File: config.mk
export PLATFORM = sky130hd
export DESIGN_NAME = load_store_unit_flat
export DESIGN_NICKNAME = d
export VERILOG_FILES = /design/src/rtl/load_store_unit_if.sv /design/src/rtl/load_store_unit.sv /design/src/flat_wrapper.sv
export SDC_FILE = /design/constraint.sdc
export NUM_CORES = 1
export LEC_CHECK = 0
export ABC_CLOCK_PERIOD_IN_PS = 10900
export CAP_MARGIN = 5
export CORE_AREA = 2 2 118 120
export CTS_CLUSTER_DIAMETER = 40
export DETAILED_ROUTE_END_ITERATION = 6
export DIE_AREA = 0 0 120 122
export PLACE_DENSITY = 0.88
export SLEW_MARGIN = 10
export SYNTH_ARGS = -nofsm -noshare
export SYNTH_HDL_FRONTEND = slang
export SYNTH_SLANG_ARGS = --single-unit
File: constraint.sdc
create_clock -name clk -period 10.9 [get_ports clk]
set_input_delay 2.18 -clock clk [delete_from_list [all_inputs] [get_ports clk]]
set_output_delay 2.18 -clock clk [all_outputs]
set_load 0.01 [all_outputs]
File: src/rtl/load_store_unit_if.sv
// Processor/memory handshake bundle for load_store_unit; the slave modport is the
// LSU view and the master modport is the processor plus data-memory view.
interface load_store_unit_if;
    logic        req;
    logic        we;
    logic [1:0]  size;
    logic        sgn;
    logic [31:0] addr;
    logic [31:0] wdata;
    logic        busy;
    logic        done;
    logic        misaligned;
    logic [31:0] rdata;
    logic [31:0] mem_addr;
    logic [31:0] mem_data;
    logic        r_w;
    logic [31:0] mem_out;

    modport master (
        output req, we, size, sgn, addr, wdata, mem_out,
        input  busy, done, misaligned, rdata, mem_addr, mem_data, r_w
    );

    modport slave (
        input  req, we, size, sgn, addr, wdata, mem_out,
        output busy, done, misaligned, rdata, mem_addr, mem_data, r_w
    );
endinterface

File: src/rtl/load_store_unit.sv
// Byte/half/word load-store unit against a big-endian word memory. Sub-word stores
// read-modify-write the containing word; misaligned or illegal-size accesses finish in ERR.
module load_store_unit #(
    parameter int ALIGN_CHECK = 1
) (
    input logic              clk,
    input logic              reset,
    load_store_unit_if.slave bus
);

    typedef enum logic [2:0] {IDLE, READ, WRITE, DONE, ERR} state_t;

    state_t      state;
    logic        we_q;
    logic        sgn_q;
    logic [1:0]  size_q;
    logic [1:0]  off_q;
    logic [31:0] wdata_q;
    logic [31:0] word_q;

    logic        mis;
    logic [1:0]  off_in;

    // Lane offset is force-aligned per size so ALIGN_CHECK=0 ignores the low bits.
    always_comb begin
        mis    = 1'b0;
        off_in = 2'b00;
        case (bus.size)
            2'b00: off_in = bus.addr[1:0];
            2'b01: begin
                off_in = {bus.addr[1], 1'b0};
                mis    = (ALIGN_CHECK != 0) && bus.addr[0];
            end
            2'b10: mis = (ALIGN_CHECK != 0) && (bus.addr[1:0] != 2'b00);
            default: mis = 1'b1;
        endcase
    end

    // Big-endian lanes: byte offset k sits at bits [31-8k : 24-8k].
    function automatic logic [4:0] lane_shift(input logic [1:0] sz, input logic [1:0] off);
        case (sz)
            2'b00:   return 5'd24 - {off, 3'b000};
            2'b01:   return off[1] ? 5'd0 : 5'd16;
            default: return 5'd0;
        endcase
    endfunction

    function automatic logic [31:0] extract(input logic [31:0] w, input logic [1:0] sz,
                                            input logic [1:0] off, input logic s);
        logic [31:0] t;
        t = w >> lane_shift(sz, off);
        case (sz)
            2'b00:   return {{24{s & t[7]}}, t[7:0]};
            2'b01:   return {{16{s & t[15]}}, t[15:0]};
            default: return w;
        endcase
    endfunction

    function automatic logic [31:0] merge(input logic [31:0] w, input logic [31:0] d,
                                          input logic [1:0] sz, input logic [1:0] off);
        logic [4:0]  sh;
        logic [31:0] m;
        sh = lane_shift(sz, off);
        case (sz)
            2'b00:   m = 32'h0000_00FF << sh;
            2'b01:   m = 32'h0000_FFFF << sh;
            default: m = '1;
        endcase
        return (w & ~m) | ((d << sh) & m);
    endfunction

    assign bus.mem_data = (state == WRITE) ? merge(word_q, wdata_q, size_q, off_q) : 32'h0;

    always_ff @(posedge clk or posedge reset) begin
        if (reset) begin
            state          <= IDLE;
            we_q           <= 1'b0;
            sgn_q          <= 1'b0;
            size_q         <= 2'b00;
            off_q          <= 2'b00;
            wdata_q        <= 32'h0;
            word_q         <= 32'h0;
            bus.busy       <= 1'b0;
            bus.done       <= 1'b0;
            bus.misaligned <= 1'b0;
            bus.r_w        <= 1'b0;
            bus.rdata      <= 32'h0;
            bus.mem_addr   <= 32'h0;
        end else begin
            bus.done       <= 1'b0;
            bus.misaligned <= 1'b0;
            bus.r_w        <= 1'b0;
            case (state)
                IDLE: if (bus.req) begin
                    we_q         <= bus.we;
                    sgn_q        <= bus.sgn;
                    size_q       <= bus.size;
                    off_q        <= off_in;
                    wdata_q      <= bus.wdata;
                    bus.mem_addr <= {bus.addr[31:2], 2'b00};
                    bus.busy     <= 1'b1;
                    if (mis) begin
                        state          <= ERR;
                        bus.done       <= 1'b1;
                        bus.misaligned <= 1'b1;
                    end else if (bus.we && bus.size == 2'b10) begin
                        state   <= WRITE;
                        bus.r_w <= 1'b1;
                    end else begin
                        state <= READ;
                    end
                end
                READ: begin
                    word_q <= bus.mem_out;
                    if (we_q) begin
                        state   <= WRITE;
                        bus.r_w <= 1'b1;
                    end else begin
                        state     <= DONE;
                        bus.done  <= 1'b1;
                        bus.rdata <= extract(bus.mem_out, size_q, off_q, sgn_q);
                    end
                end
                WRITE: begin
                    state    <= DONE;
                    bus.done <= 1'b1;
                end
                default: begin
                    state    <= IDLE;
                    bus.busy <= 1'b0;
                end
            endcase
        end
    end

endmodule

File: src/flat_wrapper.sv
// flat-port wrapper written by rule: the top's interface ports become plain ports
module load_store_unit_flat 
#(
    parameter int ALIGN_CHECK = 1
)
  (clk, reset, bus_req, bus_we, bus_size, bus_sgn, bus_addr, bus_wdata, bus_mem_out, bus_busy, bus_done, bus_misaligned, bus_rdata, bus_mem_addr, bus_mem_data, bus_r_w);
  load_store_unit_if bus_i ();
  input logic clk;
  input logic reset;
  input wire logic [$bits(bus_i.req)-1:0] bus_req;
  input wire logic [$bits(bus_i.we)-1:0] bus_we;
  input wire logic [$bits(bus_i.size)-1:0] bus_size;
  input wire logic [$bits(bus_i.sgn)-1:0] bus_sgn;
  input wire logic [$bits(bus_i.addr)-1:0] bus_addr;
  input wire logic [$bits(bus_i.wdata)-1:0] bus_wdata;
  input wire logic [$bits(bus_i.mem_out)-1:0] bus_mem_out;
  output wire logic [$bits(bus_i.busy)-1:0] bus_busy;
  output wire logic [$bits(bus_i.done)-1:0] bus_done;
  output wire logic [$bits(bus_i.misaligned)-1:0] bus_misaligned;
  output wire logic [$bits(bus_i.rdata)-1:0] bus_rdata;
  output wire logic [$bits(bus_i.mem_addr)-1:0] bus_mem_addr;
  output wire logic [$bits(bus_i.mem_data)-1:0] bus_mem_data;
  output wire logic [$bits(bus_i.r_w)-1:0] bus_r_w;
  assign bus_i.req = bus_req;
  assign bus_i.we = bus_we;
  assign bus_i.size = bus_size;
  assign bus_i.sgn = bus_sgn;
  assign bus_i.addr = bus_addr;
  assign bus_i.wdata = bus_wdata;
  assign bus_i.mem_out = bus_mem_out;
  assign bus_busy = bus_i.busy;
  assign bus_done = bus_i.done;
  assign bus_misaligned = bus_i.misaligned;
  assign bus_rdata = bus_i.rdata;
  assign bus_mem_addr = bus_i.mem_addr;
  assign bus_mem_data = bus_i.mem_data;
  assign bus_r_w = bus_i.r_w;
  load_store_unit #(.ALIGN_CHECK(ALIGN_CHECK)) u_core (.clk(clk), .reset(reset), .bus(bus_i));
endmodule
; After elaboration in Yosys (flattened, before gate mapping)
; Cells that the tools add are included.
[classes]
n_mux = 26
reduce_logical = 9
n_addsub = 1
n_eq_ne = 6
shift = 4
bitwise = 8
[ops]
columns = op, count
row1 = $pmux W32 S2, 2
row2 = $and A32 B32 Y32, 2
row3 = $mux W32, 1
row4 = $not A32 Y32, 1
row5 = $or A32 B32 Y32, 1
row6 = $shl A16 B5 Y32 const A, 1
row7 = $shl A32 B5 Y32, 1
row8 = $shl A8 B5 Y32 const A, 1
row9 = $shr A32 B5 Y16, 1
row10 = $mux W5, 3
row11 = $mux W1, 10
row12 = $pmux W5 S2, 1
row13 = $pmux W3 S3, 1
row14 = $mux W3, 2
row15 = $pmux W1 S3, 2
row16 = $reduce_and A2 Y1, 3
row17 = $sub A5 B5 Y5 const A, 1
row18 = $eq A2 B1 Y1 const B, 2
row19 = $logic_not A2 Y1, 2
row20 = $pmux W1 S2, 2
row21 = $pmux W2 S2, 1
row22 = $eq A3 B1 Y1 const B, 1
row23 = $eq A3 B2 Y1 const B, 1
row24 = $logic_not A3 Y1, 1
row25 = 8 further kinds, 10
[totals]
register_bits = 139
inputBits = 103

; Logic depth before layout (Yosys ltp)
; Gate-level depths: netlist (run 1).
[logic_depth]
ltp_word = 8
ltp_mapped = 7
ltp_nobuf = 4

; Worst setup path after synthesis (run 1)
; OpenSTA, ideal clock, no wires.
[synth_timing]
kind = register -> output
startpoint = register u_core.size_q[0]
endpoint = output port bus_mem_data[27]
path_buffers = 2
arrival_time_ns = 1.631
stages_incl_launch_ff = 7
slack_ns = 7.089
required_time_ns = 8.720
path_cell_list = dfrtp_1 > buf_2 > nor3_2 > buf_2 > a21oi_1 > a32o_1 > o21ai_0
[synth_between]
elab_chain_len = 8
elab_cells_between_ends = 12
cone_classes = eq/ne: 1 / shift: 3 / mux: 3 / bitwise: 4 / reduce/logical: 1
[synth_rtl]
columns = item, line
row1 = start: declaration, load_store_unit.sv:16  ; logic [1:0] size_q;
row2 = start signal: assignment, load_store_unit.sv:97  ; size_q <= bus.size;
row3 = $eq A2 B1 Y1 or $logic_not A2 Y1 (tied branches), "load_store_unit.sv:41, load_store_unit.sv:64"
row4 = $pmux W5 S2, load_store_unit.sv:41  ; case (sz)
row5 = $shl A16 B5 Y32 or $shl A8 B5 Y32 (tied branches), "load_store_unit.sv:66, load_store_unit.sv:65"
row6 = $pmux W32 S2, load_store_unit.sv:64  ; case (sz)
row7 = $not A32 Y32, load_store_unit.sv:69  ; return (w & ~m) | ((d << sh) & m);
row8 = $and A32 B32 Y32, load_store_unit.sv:69
row9 = $or A32 B32 Y32 (*), load_store_unit.sv:69
row10 = $mux W32 (*), load_store_unit.sv:72  ; assign bus.mem_data = (state == WRITE) ? merge(word_q, wdata_q, size_q, off_q) : 32'h0;
row11 = end: declaration, flat_wrapper.sv:22  ; output wire logic [$bits(bus_i.mem_data)-1:0] bus_mem_data;
; Mark *: on every way between the ends. The rest lies on a longest branch, timed or not.

; Worst setup path in the final report (run 1)
[layout_timing]
startpoint = register u_core.size_q[1]
endpoint = output port bus_mem_data[31]
; The elaborated chain is that of the path after synthesis.

==> run summary, run 1 <==
Status = complete, no violations
TritonCTS clock tree = done
CP required = 8.72 ns
Die width = 120 um
P&R area growth vs syn = 38.4%
GRT Total Usage = 27.6%
DRT Pass-1 Iters = 7
Die Y = 122 um
Switch Pwr = 1140 uW
Number of enable flip-flop cells after synthesis = 0
Cell chain of the critical path = buf_4 > or3_1 > nand2_1 > a32o_1 > o21ai_0 > clkdlybuf4s50_1
Final nets = 876
Hold Crit Class = reg2reg
Initial antenna violation count = 0
Number of global-route vias before repair = 5620
Sequential fraction of design power = 33.9%
Count leader, synth = dfrtp_1
Tcrit/Tclk final = 53.3%
Startpoint Class = flip-flop
CTS buffer count = 17
Post-synthesis async set-or-reset flop share = 100%
Max Root-Sink Buffers = 2
Critical Path Fanout Max = 27
Compound-Gate Fraction of Synth Area = 13.4%
Synth Instances = 593
CTS resizes = 0
Top cell type's share of synthesized area = 51.8%
Synth area leaders = dfrtp_1, mux2_2, nor2_1
Initial Util = 49.7%
Syn Area/Cell = 11.3 um2
Critical-path top delay cell = dfrtp_1
Cts-stage hold buffer count = 0
Worst-path clk slew = 0.05 ns
Hold Vio Cnt, Final = 0
Slew Limit Fails = 0
Slew HR = 36.3%
Max-Cap Viols = 0
Final WL = 19700 um
Die ar. = 14600 um2
Largest delay share family, worst path = buffers and inverters
Sw Share = 37.4%
Setup bufs post-CTS = 0
Total number of vias = 5536
Setup CP Type = reg2out
H-tree depth = 4
Mux cell area share after synthesis = 20.6%
Arrival @ worst endpoint = 3.63 ns
Global-route wire length before repair = 30700 um
Setup violators final = 0
Ports = 203
Fmax achieved = 0.172 GHz
CP Capture Type = primary output
Post-synth top cells = dfrtp_1, mux2_2, nor2_1, nand2_1, a21oi_1
Logic pwr share = 48.8%
Main combinational cell family by area after synthesis = multiplexers
Root buf cell = clkbuf_16
Pre-CTS worst setup slack = 5.69 ns
Area leader, netlist = dfrtp_1
Ys flop type = dfrtp_1
Post-synthesis xor/xnor area fraction = 0%
Synth warn = 0
Int Pwr = 1910 uW
RSZ-0062 raised after global routing = no
Iter 0 DRT Violations = 627
Largest net degree at the start of global routing = 96
Final worst slack = 5.09 ns
Slew @ Worst Pin = 0.950 ns
Max IR drop VDD = 0.000211 V
Post-synthesis cell type count = 47
Detail Placement HPWL = 14100 um
Sequential-to-total area share from yosys stat = 51.8%
Core footprint = 13500 um2
Pwr per Cell Area = 328 nW/um2
Clock share of power = 17.3%
Leakage power = 0.00382 uW
FP Rows = 43
Critical Path Max Stage Delay = 0.92 ns
PortBufs = 200
Worst Path Buf+Inv = 2
Adder-cell share of the synthesized area = 0%
Total global routing overflow = 0
Via density = 5.75
ANT cells = 0
Layout cells sized above 1 = 20.7%
Clk Latency, worst-skew pair = 0.42 ns
DRC violations left = 0
Wire per inst = 20.4 um
Routed Antenna Nets = 0
Fin Setup TNS = 0 ns
CTS sink cnt = 139
Post-synthesis cell area = 6710 um2
Tot Pwr = 3050 uW
Yosys reg bits = 139
Area share of and/or/nand/nor cells after synthesis = 10.3%
Clock Skews = 0.00515 ns
Post-layout min period = 5.81 ns
GP Congestion = 0.912
==> layer usage <==
layer,part of all wire (%),track usage [%]
met5,0,0
met4,2.2,10.2
met3,9.3,8.01
met2,47,43.3
met1,42,36.7
==> final timing paths <==
path / from / endpoint / slack (ns) / depth (start not counted)
hold reg to reg: u_core.bus.rdata[7]$_DFFE_PP0P_ / u_core.bus.rdata[7]$_DFFE_PP0P_ / 0.49 / 2
setup reg to reg: u_core.size_q[1]$_DFFE_PP0P_ / u_core.bus.rdata[30]$_DFFE_PP0P_ / 7.69 / 5
setup / recovery: u_core.size_q[1]$_DFFE_PP0P_ / bus_mem_data[31] / 5.09 / 6
hold / removal: u_core.bus.rdata[7]$_DFFE_PP0P_ / u_core.bus.rdata[7]$_DFFE_PP0P_ / 0.49 / 2
min in group asynchronous: reset / u_core.wdata_q[31]$_DFFE_PP0P_ / 2.32 / 2
max in group asynchronous: reset / u_core.wdata_q[10]$_DFFE_PP0P_ / 7.47 / 3
==> sequential cells by signal (all words and copies together), names as in the netlist <==
signal                 cells
u_core.bus.misaligned      1
u_core.bus.done            1
u_core.off_q               2
u_core.bus.r_w             1
u_core.sgn_q               1
u_core.size_q              2
u_core.wdata_q            32
u_core.bus.busy            1
u_core.bus.rdata          32
u_core.word_q             32
u_core.we_q                1
u_core.bus.mem_addr       30
u_core.state               3
==> tightest hold or removal path, delay by kind of cell (launching register included) <==
kind	cells	cell delay (ns)
DFF	1	0.34
and+or+nand+nor	1	0.06
AOI/OAI and AO/OA	1	0.06
==> per-stage QoR <==
step	util [%]	cell area, um2	instances	hold WS, ns
2_1_floorplan	-	6720	594	0.475
3_3_place_gp	64.9	8770	934	0.468
3_5_place_dp	64.9	8770	934	0.480
4_1_cts	68.8	9290	962	0.493
5_1_grt	68.8	9290	962	0.517
6_report	68.8	9290	962	0.495
==> cell type report <==
type	count	area [um2]
fill	988	4210
sequential	139	3480
multi-input combinational	404	2990
timing repair buffer	207	2050
clock buffer	25	485
tap	180	225
clock inverter	3	40.0
inverter	4	20.0
==> power by group through the flow <==
stage	Combinational (uW)	Sequential, uW	Clock [uW]
6_report	1490	1030	528
5_1_grt	1600	1060	552
4_1_cts	1490	1020	535
3_5_place_dp	1480	1020	0
3_3_place_gp	1430	1020	0
2_1_floorplan	897	970	0
==> cell usage in the layout, fill, tap and decap left out, drive strengths merged, types with 3 or more instances in the layout <==
cell           Yosys  layout
clkdlybuf4s50      0     200
dfrtp            139     139
mux2             108     108
nor2              65      65
nand2             59      59
a21oi             53      53
clkbuf            11      25
mux2i             17      17
o21ai             12      12
a22o              11      11
a221oi             8       8
nand3              8       8
a311oi             8       8
nand2b             7       7
buf               36       7
and3               6       6
a32o               6       6
o41ai              5       5
inv                4       4
nor4               3       3
o31ai              3       3
o211ai             3       3
==> cell families after synthesis <==
family / after synthesis
AOI/OAI and AO/OA: 119
buffers and inverters: 51
DFF: 139
muxes: 125
other: 1
and+or+nand+nor: 158
Power figures use the tool's default switching activity.
==> run 2: changes to the inputs <==
- ABC_CLOCK_PERIOD_IN_PS: 10900 -> 5500
- CORE_AREA: 2 2 118 120 -> 2 2 123 125
- DIE_AREA: 0 0 120 122 -> 0 0 125 127
- PLACE_DENSITY: 0.88 -> 0.82
- clock period: 10.9 -> 5.5 ns (I/O delays scaled with it)
==> run summary, run 2 (synthesized netlist as in run 1, its figures left out) <==
Tot Pwr = 6120 uW (+100%)
CP Capture Type = primary output
Register Area = 3480 um2 (unchanged)
Die Y = 127 um (+4.1%)
FP Rows = 44 (+2.3%)
Leakage power = 0.00386 uW (+1.0%)
Fin Setup TNS = 0 ns (unchanged)
CTS sink cnt = 139 (unchanged)
H-tree depth = 4 (unchanged)
Int Pwr = 3850 uW (+100%)
Top flop regs = u_core.bus.rdata (32), u_core.wdata_q (32), u_core.word_q (32)
DRC violations left = 0 (unchanged)
Slew Limit Fails = 0 (unchanged)
RSZ-0062 raised after global routing = no
CP required = 4.40 ns (-4.32 ns)
TritonCTS clock tree = done
Number of global-route vias before repair = 5491 (-2.3%)
GP Congestion = 0.854 (-6.4%)
Fillers = 1077 (+9.0%)
Total number of vias = 5486 (-0.90%)
Clock Skews = 0.00781 ns (+0.00266 ns)
Max-Cap Viols = 0 (unchanged)
Global-route wire length before repair = 30500 um (-0.81%)
Final nets = 878 (+0.23%)
Max IR drop VDD = 0.000338 V (+60%)
Arrival @ worst endpoint = 3.21 ns (-0.42 ns)
Slew HR = 35.0% (-1.4 points)
Pre-CTS worst setup slack = 1.73 ns (-3.96 ns)
Core footprint = 14400 um2 (+6.8%)
Startpoint Class = flip-flop
Fmax achieved = 0.232 GHz
Setup bufs post-CTS = 0 (unchanged)
Initial Util = 46.5% (-3.2 points)
Wire per inst = 20.1 um (-1.6%)
Max Root-Sink Buffers = 2 (unchanged)
ANT cells = 0 (unchanged)
DRT Pass-1 Iters = 7 (unchanged)
Hold Vio Cnt, Final = 0 (unchanged)
Detail Placement HPWL = 14200 um (+0.29%)
Routed Antenna Nets = 0 (unchanged)
Critical Path Max Stage Delay = 0.90 ns (-0.02 ns)
Hold Crit Class = reg2reg
Root buf cell = clkbuf_16
Layout cells sized above 1 = 21.8% (+1.1 points)
Initial antenna violation count = 0 (unchanged)
Sequential fraction of design power = 32.7% (-1.2 points)
Clk Latency, worst-skew pair = 0.42 ns (about the same)
Area of the multi-input gates = 2990 um2 (unchanged)
Logic pwr share = 48.8% (about the same)
GRT Total Usage = 24.7% (-3.0 points)
Largest delay share family, worst path = simple AND/OR/NAND/NOR gates
Most common cell after layout, fill and taps aside = clkdlybuf4s50_1
Via density = 5.64 (-1.9%)
Clock share of power = 18.5% (+1.2 points)
Critical Path Fanout Max = 21 (-22%)
CTS buffer count = 17 (unchanged)
Post-layout min period = 4.31 ns
Slew @ Worst Pin = 0.975 ns (+0.0255 ns)
Switch Pwr = 2270 uW (+99%)
Cell chain of the critical path = nor3_2 > a21oi_1 > a32o_1 > o21ai_0 > clkdlybuf4s50_1
Die ar. = 15900 um2 (+8.4%)
Setup violators final = 0 (unchanged)
Final WL = 19500 um (-0.59%)
Pwr per Cell Area = 653 nW/um2 (+99%)
P&R area growth vs syn = 39.6%
Worst-path clk slew = 0.06 ns (about the same)
Status = complete, no violations
CTS resizes = 0 (unchanged)
Setup CP Type = reg2out
Die width = 125 um (+4.2%)
Total global routing overflow = 0 (unchanged)
Ports = 203 (unchanged)
PortBufs = 200 (unchanged)
Most frequent cells in the layout = clkdlybuf4s50_1, dfrtp_1, mux2_2
Worst Path Buf+Inv = 1 (-1)
Iter 0 DRT Violations = 484 (-23%)
Tcrit/Tclk final = 78.4%
Sw Share = 37.1% (-0.32 points)
Largest net degree at the start of global routing = 111 (+16%)
Critical-path top delay cell = nor3_2
Cts-stage hold buffer count = 0 (unchanged)
Final worst slack = 1.19 ns (-3.90 ns)
[run 2: changes by cell type in the layout (fill, tap and decap cells not counted), sizes merged]
| cell | previous run | this run |
|---|---|---|
| clkinvlp | 0 | 2 |
| clkbuf | 25 | 21 |
| bufinv | 1 | 2 |
| inv | 4 | 5 |
| buf | 7 | 9 |
| clkinv | 2 | 6 |
[run 2: power groups by stage]
stage / clock network (uW) / registers [uW] / logic (uW)
final: 1130 / 2000 / 2980
after global routing: 1200 / 2060 / 3200
after floorplan: 0 / 1920 / 1780
after CTS: 1150 / 1990 / 2990
after detailed placement: 0 / 2000 / 2970
after global placement: 0 / 1970 / 2890
[run 2: metrics by stage]
stage / hold slack, ns / util (%) / cell area, um2 / instances
after floorplan: 0.475 / - / 6720 / 594
after global placement: 0.471 / 60.9 / 8790 / 940
after CTS: 0.487 / 65.0 / 9370 / 972
after global routing: 0.521 / 65.0 / 9370 / 972
after detailed placement: 0.474 / 60.9 / 8790 / 940
final: 0.481 / 65.0 / 9370 / 972
[run 2: worst paths after layout]
check / start / slack, ns / to / depth (start not counted)
min: u_core.bus.rdata[7]$_DFFE_PP0P_ / 0.48 / u_core.bus.rdata[7]$_DFFE_PP0P_ / 2
max reg2reg: u_core.size_q[0]$_DFFE_PP0P_ / 2.75 / u_core.bus.rdata[26]$_DFFE_PP0P_ / 4
max: u_core.size_q[0]$_DFFE_PP0P_ / 1.19 / bus_mem_data[26] / 5
min in group asynchronous: reset / 1.29 / u_core.bus.mem_addr[2]$_DFFE_PP0P_ / 2
max in group asynchronous: reset / 3.20 / u_core.wdata_q[12]$_DFFE_PP0P_ / 3
min reg2reg: u_core.bus.rdata[7]$_DFFE_PP0P_ / 0.48 / u_core.bus.rdata[7]$_DFFE_PP0P_ / 2
[run 2: cell type report]
cell class                      instances  share of cell area (%)
Timing Repair Buffer                  209                    22.1
Tap cell                              184                    2.46
Multi-Input combinational cell        404                    31.9
Clock inverter                         11                    1.25
Clock buffer                           21                    5.02
Sequential cell                       139                    37.1
Inverter                                4                   0.214
[run 2: per-layer routing]
| layer | global-route usage (%) | share of wire, % | vias up |
|---|---|---|---|
| li1 | - | - | 2474 |
| met1 | 32.5 | 41 | 2704 |
| met2 | 39.0 | 48 | 281 |
| met3 | 8.17 | 9.1 | 27 |
| met4 | 7.78 | 1.8 | 0 |
| met5 | 0 | 0 | - |
[run 2: worst min-delay path, stage by stage (launching register included)]
cell and delay (ns):
dfrtp_1 0.34, nand2_1 0.05, o21ai_0 0.06
==> run 3: changes to the inputs <==
- ABC_CLOCK_PERIOD_IN_PS: 5500 -> 3700
- CORE_AREA: 2 2 123 125 -> 2 2 128 130
- DIE_AREA: 0 0 125 127 -> 0 0 130 132
- PLACE_DENSITY: 0.82 -> 0.8
- clock period: 5.5 -> 3.7 ns (I/O delays scaled with it)
==> run summary, run 3 (synthesized netlist as in run 1, its figures left out) <==
P&R area growth vs syn = 42.8%
Switch Pwr = 3390 uW (+49%)
Number of global-route vias before repair = 5492 (+0.018%)
GRT Total Usage = 23.1% (-1.5 points)
Worst Path Buf+Inv = 2 (+1)
Hold Path Sink = u_core.bus.rdata[7]$_DFFE_PP0P_
Die Y = 132 um (+3.9%)
Slew @ Worst Pin = 0.908 ns (-0.0669 ns)
Max-Cap Viols = 0 (unchanged)
Final std cells w/o fill = 1015 (+4.4%)
R2R setup slack = 1.48 ns (-1.27 ns)
Setup CP Type = reg2out
FP Rows = 46 (+4.5%)
Dpl cells = 983 (+4.6%)
Largest net degree at the start of global routing = 76 (-32%)
Max Root-Sink Buffers = 2 (unchanged)
Most frequent cells in the layout = clkdlybuf4s50_1, dfrtp_1, mux2_2
Wire per inst = 19.1 um (-4.8%)
Setup violators final = 0 (unchanged)
Final nets = 889 (+1.3%)
Most common cell after layout, fill and taps aside = clkdlybuf4s50_1
H-tree depth = 4 (unchanged)
Layout cells sized above 1 = 23.2% (+1.3 points)
Worst-path clk slew = 0.06 ns (about the same)
CP Capture Type = primary output
Critical Path Fanout Max = 10 (-52%)
Pwr per Cell Area = 973 nW/um2 (+49%)
Hold Vio Cnt, Final = 0 (unchanged)
GP Congestion = 0.890 (+4.3%)
CTS sink cnt = 139 (unchanged)
Slew HR = 39.4% (+4.5 points)
Ports = 203 (unchanged)
Sw Share = 36.3% (-0.79 points)
Cell chain of the critical path = or3_1 > buf_4 > nand2_1 > a311oi_1 > clkdlybuf4s50_1
Via density = 5.41 (-4.2%)
PortBufs = 200 (unchanged)
Critical-path top delay cell = clkdlybuf4s50_1
CP required = 2.96 ns (-1.44 ns)
Final WL = 19400 um (-0.63%)
Logic pwr share = 48.7% (about the same)
Post-layout min period = 3.52 ns
Arrival @ worst endpoint = 2.78 ns (-0.43 ns)
Largest delay share family, worst path = buffers and inverters
Die ar. = 17200 um2 (+8.1%)
Fillers = 1245 (+16%)
Leakage power = 0.00393 uW (+1.7%)
Fin Setup TNS = 0 ns (unchanged)
CTS buffer count = 17 (unchanged)
Initial antenna violation count = 0 (unchanged)
Total number of vias = 5487 (+0.018%)
Iter 0 DRT Violations = 409 (-15%)
Startpoint Class = flip-flop
Worst Setup SP = u_core.off_q[0]$_DFFE_PP0P_
Global-route wire length before repair = 30300 um (-0.57%)
Die width = 130 um (+4.0%)
ANT cells = 0 (unchanged)
Top flop regs = u_core.bus.rdata (32), u_core.wdata_q (32), u_core.word_q (32)
Root buf cell = clkbuf_16
Clk Latency, worst-skew pair = 0.42 ns (about the same)
Hold Crit Class = reg2reg
Critical Path Max Stage Delay = 0.63 ns (-0.27 ns)
Detail Placement HPWL = 14200 um (+0.55%)
Clock share of power = 19.9% (+1.4 points)
Routed Antenna Nets = 0 (unchanged)
DRC violations left = 0 (unchanged)
TritonCTS clock tree = done
RSZ-0062 raised after global routing = no
Total global routing overflow = 0 (unchanged)
FF-to-FF End = u_core.bus.rdata[30]$_DFFE_PP0P_
Slew Limit Fails = 0 (unchanged)
Fmax achieved = 0.284 GHz
Sequential fraction of design power = 31.3% (-1.4 points)
Int Pwr = 5940 uW (+54%)
Initial Util = 42.7% (-3.8 points)
Clock Skews = 0.00723 ns (-0.000579 ns)
Tcrit/Tclk final = 95.3%
Worst R2R Path Depth = 5 (+1)
Hold Crit Depth = 2 (unchanged)
Reg2reg start = u_core.off_q[0]$_DFFE_PP0P_
Core footprint = 15700 um2 (+8.9%)
DRT Pass-1 Iters = 6 (-1)
Status = complete, no violations
Hold Startpoint = u_core.bus.rdata[7]$_DFFE_PP0P_
Max IR drop VDD = 0.000487 V (+44%)
[run 3: stage by stage]
stage / instance area [um2] / util [%] / hold WS, ns / total power (uW) / worst slack [ns]
final: 9580 / 61.0 / 0.487 / 9330 / 0.175
after CTS: 9580 / 61.0 / 0.493 / 9380 / 0.117
after global routing: 9580 / 61.0 / 0.503 / 9870 / 0.126
after detailed placement: 8930 / 56.8 / 0.481 / 7450 / 0.712
after floorplan: 6720 / - / 0.475 / 5500 / 1.22
after global placement: 8930 / 56.8 / 0.463 / 7370 / 0.736
[run 3: layout make-up]
type	instances	area, um2	area share, %
multi-input combinational	404	2990	31.2
timing repair buffer	220	2180	22.7
tap	216	270	2.82
inverter	4	18.8	0.196
sequential	139	3480	36.3
clock inverter	12	184	1.92
clock buffer	20	467	4.87
[run 3: power by group through the flow]
| stage | clock network, uW | registers (uW) | logic (uW) |
|---|---|---|---|
| after floorplan | 0 | 2860 | 2640 |
| after global placement | 0 | 2900 | 4460 |
| after detailed placement | 0 | 2930 | 4520 |
| after CTS | 1890 | 2910 | 4570 |
| after global routing | 1960 | 3010 | 4900 |
| final | 1860 | 2920 | 4550 |
[run 3: worst max path at each step]
stage	endpoint	slack (ns)	cells past startpoint
after detailed placement	bus_mem_data[7]	0.71	5
after CTS	bus_mem_data[14]	0.12	4
after global placement	bus_mem_data[9]	0.74	4
final	bus_mem_data[14]	0.18	5
after global routing	bus_mem_data[14]	0.13	5
after floorplan	u_core.bus.busy$_DFFE_PP0P_	1.22	1
[run 3: layer usage]
| layer | wire [um] | global-route usage [%] |
|---|---|---|
| met1 | 8400 | 31.2 |
| met2 | 8870 | 35.0 |
| met3 | 1580 | 7.22 |
| met4 | 570 | 8.36 |
| met5 | 0 | 0 |
[run 3: tightest hold or removal path, delay by kind of cell, from the launching register on]
| family | cells | cell delay [ns] |
|---|---|---|
| AND/OR/NAND/NOR | 1 | 0.05 |
| AO/OA/AOI/OAI | 1 | 0.06 |
| flip-flops | 1 | 0.35 |
[run 3: what timing repair did]
| item | CTS | global route |
|---|---|---|
| setup endpoints to repair | 0 | 1 |
| hold endpoints to repair | 0 | 0 |
| gates resized for setup | 0 | 1 |
| setup buffers | 0 | 0 |
| hold buffers | 0 | 0 |
